File: config.mk
export PLATFORM = sky130hd
export DESIGN_NAME = matrix_mem_ctrl
export DESIGN_NICKNAME = d
export VERILOG_FILES = /design/src/rtl/matrix_mem_ctrl.sv
export SDC_FILE = /design/constraint.sdc
export NUM_CORES = 2
export LEC_CHECK = 0
export ABC_CLOCK_PERIOD_IN_PS = 11020
export BUFFER_PORTS_ARGS = -buffer_cell sky130_fd_sc_hd__buf_2
export CAP_MARGIN = 20
export CELL_PAD_IN_SITES_DETAIL_PLACEMENT = 1
export CELL_PAD_IN_SITES_GLOBAL_PLACEMENT = 1
export CORE_MARGIN = 8
export CORE_UTILIZATION = 51
export CTS_CLUSTER_DIAMETER = 200
export DETAILED_ROUTE_END_ITERATION = 10
export GPL_ROUTABILITY_DRIVEN = 0
export PLACE_DENSITY_LB_ADDON = 0.1
export SYNTH_ARGS = -nofsm -noshare
export SYNTH_HDL_FRONTEND = slang
export SYNTH_SLANG_ARGS = --single-unit
File: constraint.sdc
create_clock -name clk -period 11.02 [get_ports clk]
set_input_delay 3.306 -clock clk [delete_from_list [all_inputs] [get_ports clk]]
set_output_delay 3.306 -clock clk [all_outputs]
set_load 0.05 [all_outputs]
File: src/rtl/matrix_mem_ctrl.sv
// matrix_mem_ctrl: multi-slot matrix store with combinational ALU reads, ALU write-back
// and a row-major valid/ready streaming loader.
module matrix_mem_ctrl #(
    parameter int NUM_SLOTS = 3,
    parameter int MAX_DIM   = 5,
    parameter int DW        = 16
) (
    input  logic          clk,
    input  logic          rst_n,
    input  logic [1:0]    rd_slot_i,
    input  logic [2:0]    rd_row_i,
    input  logic [2:0]    rd_col_i,
    output logic [DW-1:0] rd_data_o,
    output logic [2:0]    cur_m_o,
    output logic [2:0]    cur_n_o,
    input  logic [1:0]    wr_slot_i,
    input  logic [2:0]    wr_row_i,
    input  logic [2:0]    wr_col_i,
    input  logic [DW-1:0] wr_data_i,
    input  logic          wr_we_i,
    input  logic [2:0]    res_m_i,
    input  logic [2:0]    res_n_i,
    input  logic          dim_we_i,
    input  logic          ld_start_i,
    input  logic [1:0]    ld_slot_i,
    input  logic [2:0]    ld_m_i,
    input  logic [2:0]    ld_n_i,
    input  logic          ld_valid_i,
    input  logic [DW-1:0] ld_data_i,
    output logic          ld_ready_o,
    output logic          ld_busy_o,
    output logic          ld_done_o,
    output logic          ld_error_o
);
    localparam int DEPTH = NUM_SLOTS * MAX_DIM * MAX_DIM;
    localparam int IW = $clog2(DEPTH);
    localparam logic [1:0] NS = 2'(NUM_SLOTS);
    localparam logic [2:0] MD = 3'(MAX_DIM);

    typedef enum logic [1:0] {L_IDLE, L_FILL, L_DONE} st_e;

    st_e           st_q;
    logic [DW-1:0] mem_q [DEPTH];
    logic [2:0]    dm_q [NUM_SLOTS];
    logic [2:0]    dn_q [NUM_SLOTS];
    logic [1:0]    slot_q;
    logic [2:0]    lm_q, ln_q, r_q, c_q;
    logic          err_q;
    logic          rd_ok, wr_ok, start_ok, beat, last_col, last;

    function automatic logic [IW-1:0] idx(input logic [1:0] s, input logic [2:0] r, input logic [2:0] c);
        return IW'(s) * IW'(MAX_DIM * MAX_DIM) + IW'(r) * IW'(MAX_DIM) + IW'(c);
    endfunction

    assign rd_ok     = rd_slot_i < NS && rd_row_i < MD && rd_col_i < MD;
    assign rd_data_o = rd_ok ? mem_q[idx(rd_slot_i, rd_row_i, rd_col_i)] : '0;
    assign cur_m_o   = rd_slot_i < NS ? dm_q[rd_slot_i] : '0;
    assign cur_n_o   = rd_slot_i < NS ? dn_q[rd_slot_i] : '0;
    assign wr_ok     = wr_slot_i < NS && wr_row_i < MD && wr_col_i < MD;
    assign start_ok  = ld_slot_i < NS && ld_m_i != 3'd0 && ld_m_i <= MD && ld_n_i != 3'd0 && ld_n_i <= MD;
    // The ALU owns the storage whenever it writes; the loader simply waits a cycle.
    assign ld_ready_o = st_q == L_FILL && !(wr_we_i || dim_we_i);
    assign beat       = ld_ready_o && ld_valid_i;
    assign last_col   = c_q == ln_q - 3'd1;
    assign last       = last_col && r_q == lm_q - 3'd1;
    assign ld_busy_o  = st_q == L_FILL;
    assign ld_done_o  = st_q == L_DONE;
    assign ld_error_o = err_q;

    always_ff @(posedge clk or negedge rst_n) begin
        if (!rst_n) begin
            st_q   <= L_IDLE;
            slot_q <= '0;
            lm_q   <= '0;
            ln_q   <= '0;
            r_q    <= '0;
            c_q    <= '0;
            err_q  <= 1'b0;
            for (int i = 0; i < DEPTH; i++) mem_q[i] <= '0;
            for (int i = 0; i < NUM_SLOTS; i++) begin
                dm_q[i] <= '0;
                dn_q[i] <= '0;
            end
        end else begin
            err_q <= 1'b0;
            case (st_q)
                L_IDLE: if (ld_start_i) begin
                    if (start_ok) begin
                        dm_q[ld_slot_i] <= ld_m_i;
                        dn_q[ld_slot_i] <= ld_n_i;
                        slot_q <= ld_slot_i;
                        lm_q   <= ld_m_i;
                        ln_q   <= ld_n_i;
                        r_q    <= '0;
                        c_q    <= '0;
                        st_q   <= L_FILL;
                    end else begin
                        err_q <= 1'b1;
                    end
                end
                L_FILL: if (beat) begin
                    mem_q[idx(slot_q, r_q, c_q)] <= ld_data_i;
                    c_q <= last_col ? 3'd0 : c_q + 3'd1;
                    r_q <= last_col ? r_q + 3'd1 : r_q;
                    if (last) st_q <= L_DONE;
                end
                default: st_q <= L_IDLE;
            endcase
            if (wr_we_i && wr_ok) mem_q[idx(wr_slot_i, wr_row_i, wr_col_i)] <= wr_data_i;
            if (dim_we_i && wr_slot_i < NS) begin
                dm_q[wr_slot_i] <= res_m_i;
                dn_q[wr_slot_i] <= res_n_i;
            end
        end
    end
endmodule

After elaboration in Yosys (flattened, before gate mapping)
Cells that the tools add are included.
{"block": "totals", "register_bits": 1235, "elab_cells": 218, "in_bits": 68, "out_inout_bits": 26}
{"block": "op_classes", "reduce_logical": 27, "magnitude_cmp": 19, "n_eq_ne": 9, "n_bitwise": 6, "multipliers": 6, "n_mux": 53, "add_sub_neg": 10}
{"op": "two-way mux 1200 bit", "n": 3}
{"op": "bitwise mux 1200 bit", "n": 2}
{"op": "demux 16 bit (select 7 bit)", "n": 2}
{"op": "binary-select mux 16 bit (select 7 bit)", "n": 1}
{"op": "two-way mux 16 bit", "n": 5}
{"op": "two-way mux 9 bit", "n": 8}
{"op": "two-way mux 3 bit", "n": 14}
{"op": "bitwise mux 9 bit", "n": 4}
{"op": ">= comparator 8 bit, second input constant", "n": 3}
{"op": "NOT 7 -> 8 bit", "n": 3}
{"op": "adder 7 x 3 -> 7 bit", "n": 3}
{"op": "adder 7 x 6 -> 7 bit", "n": 3}
{"op": "multiplier 2 x 5 -> 7 bit, second input constant", "n": 3}
{"op": "multiplier 3 x 3 -> 6 bit, second input constant", "n": 3}
{"op": "logical AND 1 bit", "n": 17}
{"op": "< comparator 8 x 1 -> 1 bit, second input constant", "n": 2}
{"op": "binary-select mux 3 bit (select 2 bit)", "n": 2}
{"op": "demux 3 bit (select 2 bit)", "n": 2}
{"op": "< comparator 3 bit, second input constant", "n": 4}
{"op": "one-hot mux 3 bit (2 select lines)", "n": 2}
{"op": ">= comparator 3 bit, second input constant", "n": 3}
{"op": "NOT 2 -> 3 bit", "n": 3}
{"op": "two-way mux 2 bit", "n": 4}
{"op": "AND reduction 4 bit", "n": 2}
{"op": "19 further kinds", "n": 32}

Logic depth before layout (Yosys ltp)
{"block": "logic_depth", "depth_word": 13, "ltp_mapped": 19, "depth_no_buf": 14}

Worst setup path after synthesis
No wires, ideal clock.
{"block": "synth_path", "path_type": "input to output", "start": "in rd_row_i[0]", "end": "out rd_data_o[12]", "path_slack_ns": -0.153, "cell_stages": 16, "required_time_ns": 7.714, "arrival_time_ns": 7.867, "n_path_buf": 5, "path_cell_list": "ha_1 -> ha_1 -> inv_1 -> fa_1 -> inv_1 -> ha_1 -> fa_1 -> clkbuf_1 -> buf_2 -> buf_2 -> buf_2 -> buf_1 -> nor3_1 -> a221oi_1 -> o21ai_0 -> o21ai_0"}
{"block": "synth_via", "elab_chain_cells": 8, "elab_cells_between_ends": 11, "cone_classes": "add/sub (2); mul (1); order compare (1); mux (4); bitwise (1); reduce/logical (2)"}
{"element": "start: declaration", "line": "11", "source": "input logic [2:0] rd_row_i,"}
{"element": "multiplier 3 x 3 -> 6 bit", "line": "52", "source": "return IW'(s) * IW'(MAX_DIM * MAX_DIM) + IW'(r) * IW'(MAX_DIM) + IW'(c);"}
{"element": "adder 7 x 6 -> 7 bit", "line": "52"}
{"element": "adder 7 x 3 -> 7 bit", "line": "52"}
{"element": "NOT 7 -> 8 bit (implied by the code)", "line": "56", "source": "assign rd_data_o = rd_ok ? mem_q[idx(rd_slot_i, rd_row_i, rd_col_i)] : '0;"}
{"element": "binary-select mux 16 bit (select 7 bit)", "line": "56"}
{"element": "two-way mux 16 bit (implied by the code) (2 in a row)", "line": "56"}
{"element": "two-way mux 16 bit (*)", "line": "56"}
{"element": "end: declaration", "line": "13", "source": "output logic [DW-1:0] rd_data_o,"}
Every way passes the cells marked *; elsewhere a longest branch is shown, timed or not. The select of a mux whose other input is x is not followed.

Final worst setup path
{"block": "layout_path", "start": "in rd_row_i[0]", "end": "out rd_data_o[0]"}
The elaborated chain is that of the path after synthesis.

==> impl_metrics.toml <==
[logic_synthesis]
synth_area_per_cell_um2 = 10.1
netlist_area_mm2 = 0.0698
synth-compound-area-share_pct = 20.4
synthMuxAreaShare_pct = 17.6
ys.flop_type = "dfrtp_1"
synth_edf_count = 0
ys_warn_count = 0
seq_area_frac_synth_pct = 44.3
syn-instance-count = 6899
ys_seq_elements = 1235
synth_adder_area_share_pct = 1.24
ys_types = 76
async_flop_share_pct = 100
synth_simple_gate_area_share_pct = 11.5
syn_nets = 7029
synthXorXnorAreaFrac_pct = 0.265
synth_top_family_by_area = "compound AO/OA/AOI/OAI gates"

[hold_path]
hold_end = "lm_q[1]"
hold_depth = 1
hold_path_class = "register to register"
min_from = "lm_q[1]"

[cts]
h-tree-depth = 4
postCtsHoldBufs = 0
clk_path_buf_depth = 3
clock-sinks = 1235
clkLatencyLatePin_ns = 0.82
root_buffer = "clkbuf_16"
cts_tree = "done"
clk_pin_slew_ns = 0.05
numCtsBuffers = 144

[routing]
first_iter_violations = 8951
drc = 0
wl_um = 327000
routed-via-count = 64600
ant_nets = 0
via_per_inst = 7.54
firstDrtPassIters = 9
routedWlPerCell_um = 38.2

[sta]
post-route-period-util_pct = 100
rsz0062_at_grt = "no"
setup_viol = 1
fin_skew_ns = 0.0326
setup_ws_ns = -0.0462
hold_violations = 0
maxSlewHeadroom_pct = 17.8
period_minus_slack_ns = 11.07
max_freq_ghz = 0.0904
drv_slew = 0
tightest_slew_ns = 1.23

[floorplanning]
fp.coreArea_mm2 = 0.136
rows = 135
dieArea_mm2 = 0.149
initial_core_util_pct = 51.5
ios = 94
die_h_um = 386
die_w_um = 386

[setup_path]
required_ns = 7.71
ff2ff_setup_slack_ns = 5.09
r2r_cells = 15
crit_path_start_kind = "primary input"
worstSetupPathType = "primary input to output port"
crit_arrival_ns = 7.76
cp_max_fo = 23
rr_startpoint = "r_q[0]"
worstSetupEndpointType = "output port"
r2r-end = "mem_q[632]"

[grt]
track_usage_pct = 43.3
grt_pass1_vias = 66100
grt_max_degree = 159
grt_overflow = 0
grt_pass1_wl_um = 473000
antenna_found_initial = 21

[place]
dp_slack_ns = -0.153
port_buffers = 93
dp_cells = 8278
place_hpwl_um = 209000

[run]
maxCapViolations = 0

[pwr]
cellPowerDensity_mw_per_mm2 = 273
leakage_nw = 33.7
ir_drop_mv = 0.364

[final_layout]
nNetsFinal = 6779
drive_above_1_share_pct = 18.5
fillers = 14400
layoutNonFillerInstCount = 8559
synthToLayoutAreaGrowth_pct = 11.2

[run_status]
violations = "setup timing"
outcome = "finished, violations left"
## cell usage in the layout, fill, tap and decap left out, types with 192 or more instances in the layout
cell type | synthesis | layout
a2bb2oi_1 | 229 | 229
dfrtp_1 | 1235 | 1235
nand3_1 | 211 | 211
mux4_2 | 286 | 286
o21ai_0 | 567 | 559
mux2_2 | 227 | 227
nand2_1 | 654 | 649
mux2i_1 | 323 | 314
a21oi_1 | 436 | 436
a22oi_1 | 532 | 532
buf_4 | 5 | 286
o2bb2ai_1 | 192 | 192
nor2_1 | 518 | 505
## metrics by stage
stage          power [W]  area [um2]  hold WS (ns)  TNS, ns  util [%]
6_report          0.0212       77700         0.517  -0.0462      57.3
3_5_place_dp      0.0158       72800         0.499   -0.492      53.6
2_1_floorplan     0.0120       69800         0.479        0         -
3_3_place_gp      0.0155       72600         0.492   -0.202      53.6
4_1_cts           0.0207       77500         0.520        0      57.1
5_1_grt           0.0216       77600         0.539        0      57.2
## cell usage after synthesis (50+ instances only)
| cell type | instances | area share (%) |
|---|---|---|
| dfrtp_1 | 1235 | 44 |
| a31oi_1 | 50 | 0.45 |
| a22oi_1 | 532 | 5.7 |
| and3_1 | 100 | 0.90 |
| buf_2 | 69 | 0.49 |
| o2bb2ai_1 | 192 | 2.4 |
| nand2_1 | 654 | 3.5 |
| a2bb2oi_1 | 229 | 2.9 |
| mux2_2 | 227 | 3.7 |
| nor2_1 | 518 | 2.8 |
| nand4_1 | 111 | 0.99 |
| ha_1 | 50 | 0.90 |
| mux4_2 | 286 | 9.2 |
| mux2i_1 | 323 | 4.6 |
| clkbuf_1 | 644 | 3.5 |
| o21ai_0 | 567 | 4.1 |
| a21oi_1 | 436 | 3.1 |
| buf_1 | 72 | 0.39 |
| nand3_1 | 211 | 1.5 |
## final cells by class
type | count | area (um2) | share of cell area [%]
Clock buffer | 218 | 4240 | 5.45
Sequential cell | 1235 | 30900 | 39.8
Tap cell | 1781 | 2230 | 2.87
Multi-Input combinational cell | 4820 | 36100 | 46.5
Timing Repair Buffer | 402 | 3520 | 4.53
Inverter | 46 | 173 | 0.222
Clock inverter | 41 | 480 | 0.619
Antenna cell | 16 | 40.0 | 0.0516
## metal layers
layer / routed length, um / up-vias / global-route usage, %
li1: - / 25300 / -
met1: 117000 / 33100 / 53.5
met2: 138000 / 4753 / 62.1
met3: 41400 / 1459 / 15.3
met4: 30400 / 8 / 32.6
met5: 97 / - / 0
## critical path: stages
cell and delay (ns):
buf_2 0.11, ha_1 0.29, ha_1 0.27, inv_1 0.04, fa_1 0.48, inv_1 0.05
ha_2 0.19, fa_4 0.77, buf_12 0.19, buf_12 0.24, and2_4 0.37, buf_4 0.21
a22oi_1 0.09, nand3_1 0.14, nand4_1 0.10, o21ai_0 0.43, buf_4 0.26, buf_12 0.15
## flip-flops by register name, summed over array words and instances, names as in the netlist
name,flops
mem_q,1200
c_q,3
ln_q,3
dm_q,9
st_q,2
dn_q,9
ld_error_o,1
r_q,3
slot_q,2
lm_q,3
## what timing repair did
item / in CTS / in global routing
setup buffers: 0 / 1
resized for setup: 5 / 5
endpoints found under the hold margin: 0 / 0
pin swaps: 1 / 1
setup endpoints to repair: 10 / 15
## how the worst max path moves through the flow
stage           startpoint             to  slack [ns]  cells past startpoint
3_3_place_gp   rd_row_i[0]   rd_data_o[0]       -0.09                     17
2_1_floorplan  rd_row_i[0]   rd_data_o[2]        0.03                     16
5_1_grt        rd_row_i[0]  rd_data_o[11]       0.005                     17
3_5_place_dp   rd_row_i[0]  rd_data_o[15]       -0.15                     16
6_report       rd_row_i[0]   rd_data_o[0]       -0.05                     18
4_1_cts        rd_row_i[0]   rd_data_o[8]      0.0002                     16
## cell families after synthesis
kind of cell               count (synthesis)
AOI/OAI and AO/OA                       2154
and+or+nand+nor                         1746
DFF                                     1235
buffers and inverters                    844
muxes                                    839
adders and majority gates                 62
xor gates and xnor gates                  19
## power by group
| group | leakage [nW] | internal [W] | total [W] | switching (W) |
|---|---|---|---|---|
| logic | 14.4 | 0.00320 | 0.00950 | 0.00630 |
| registers | 16.9 | 0.00590 | 0.00681 | 0.000915 |
| clock network | 2.32 | 0.00282 | 0.00492 | 0.00209 |
Note: power is estimated with default switching activity, not from simulation.
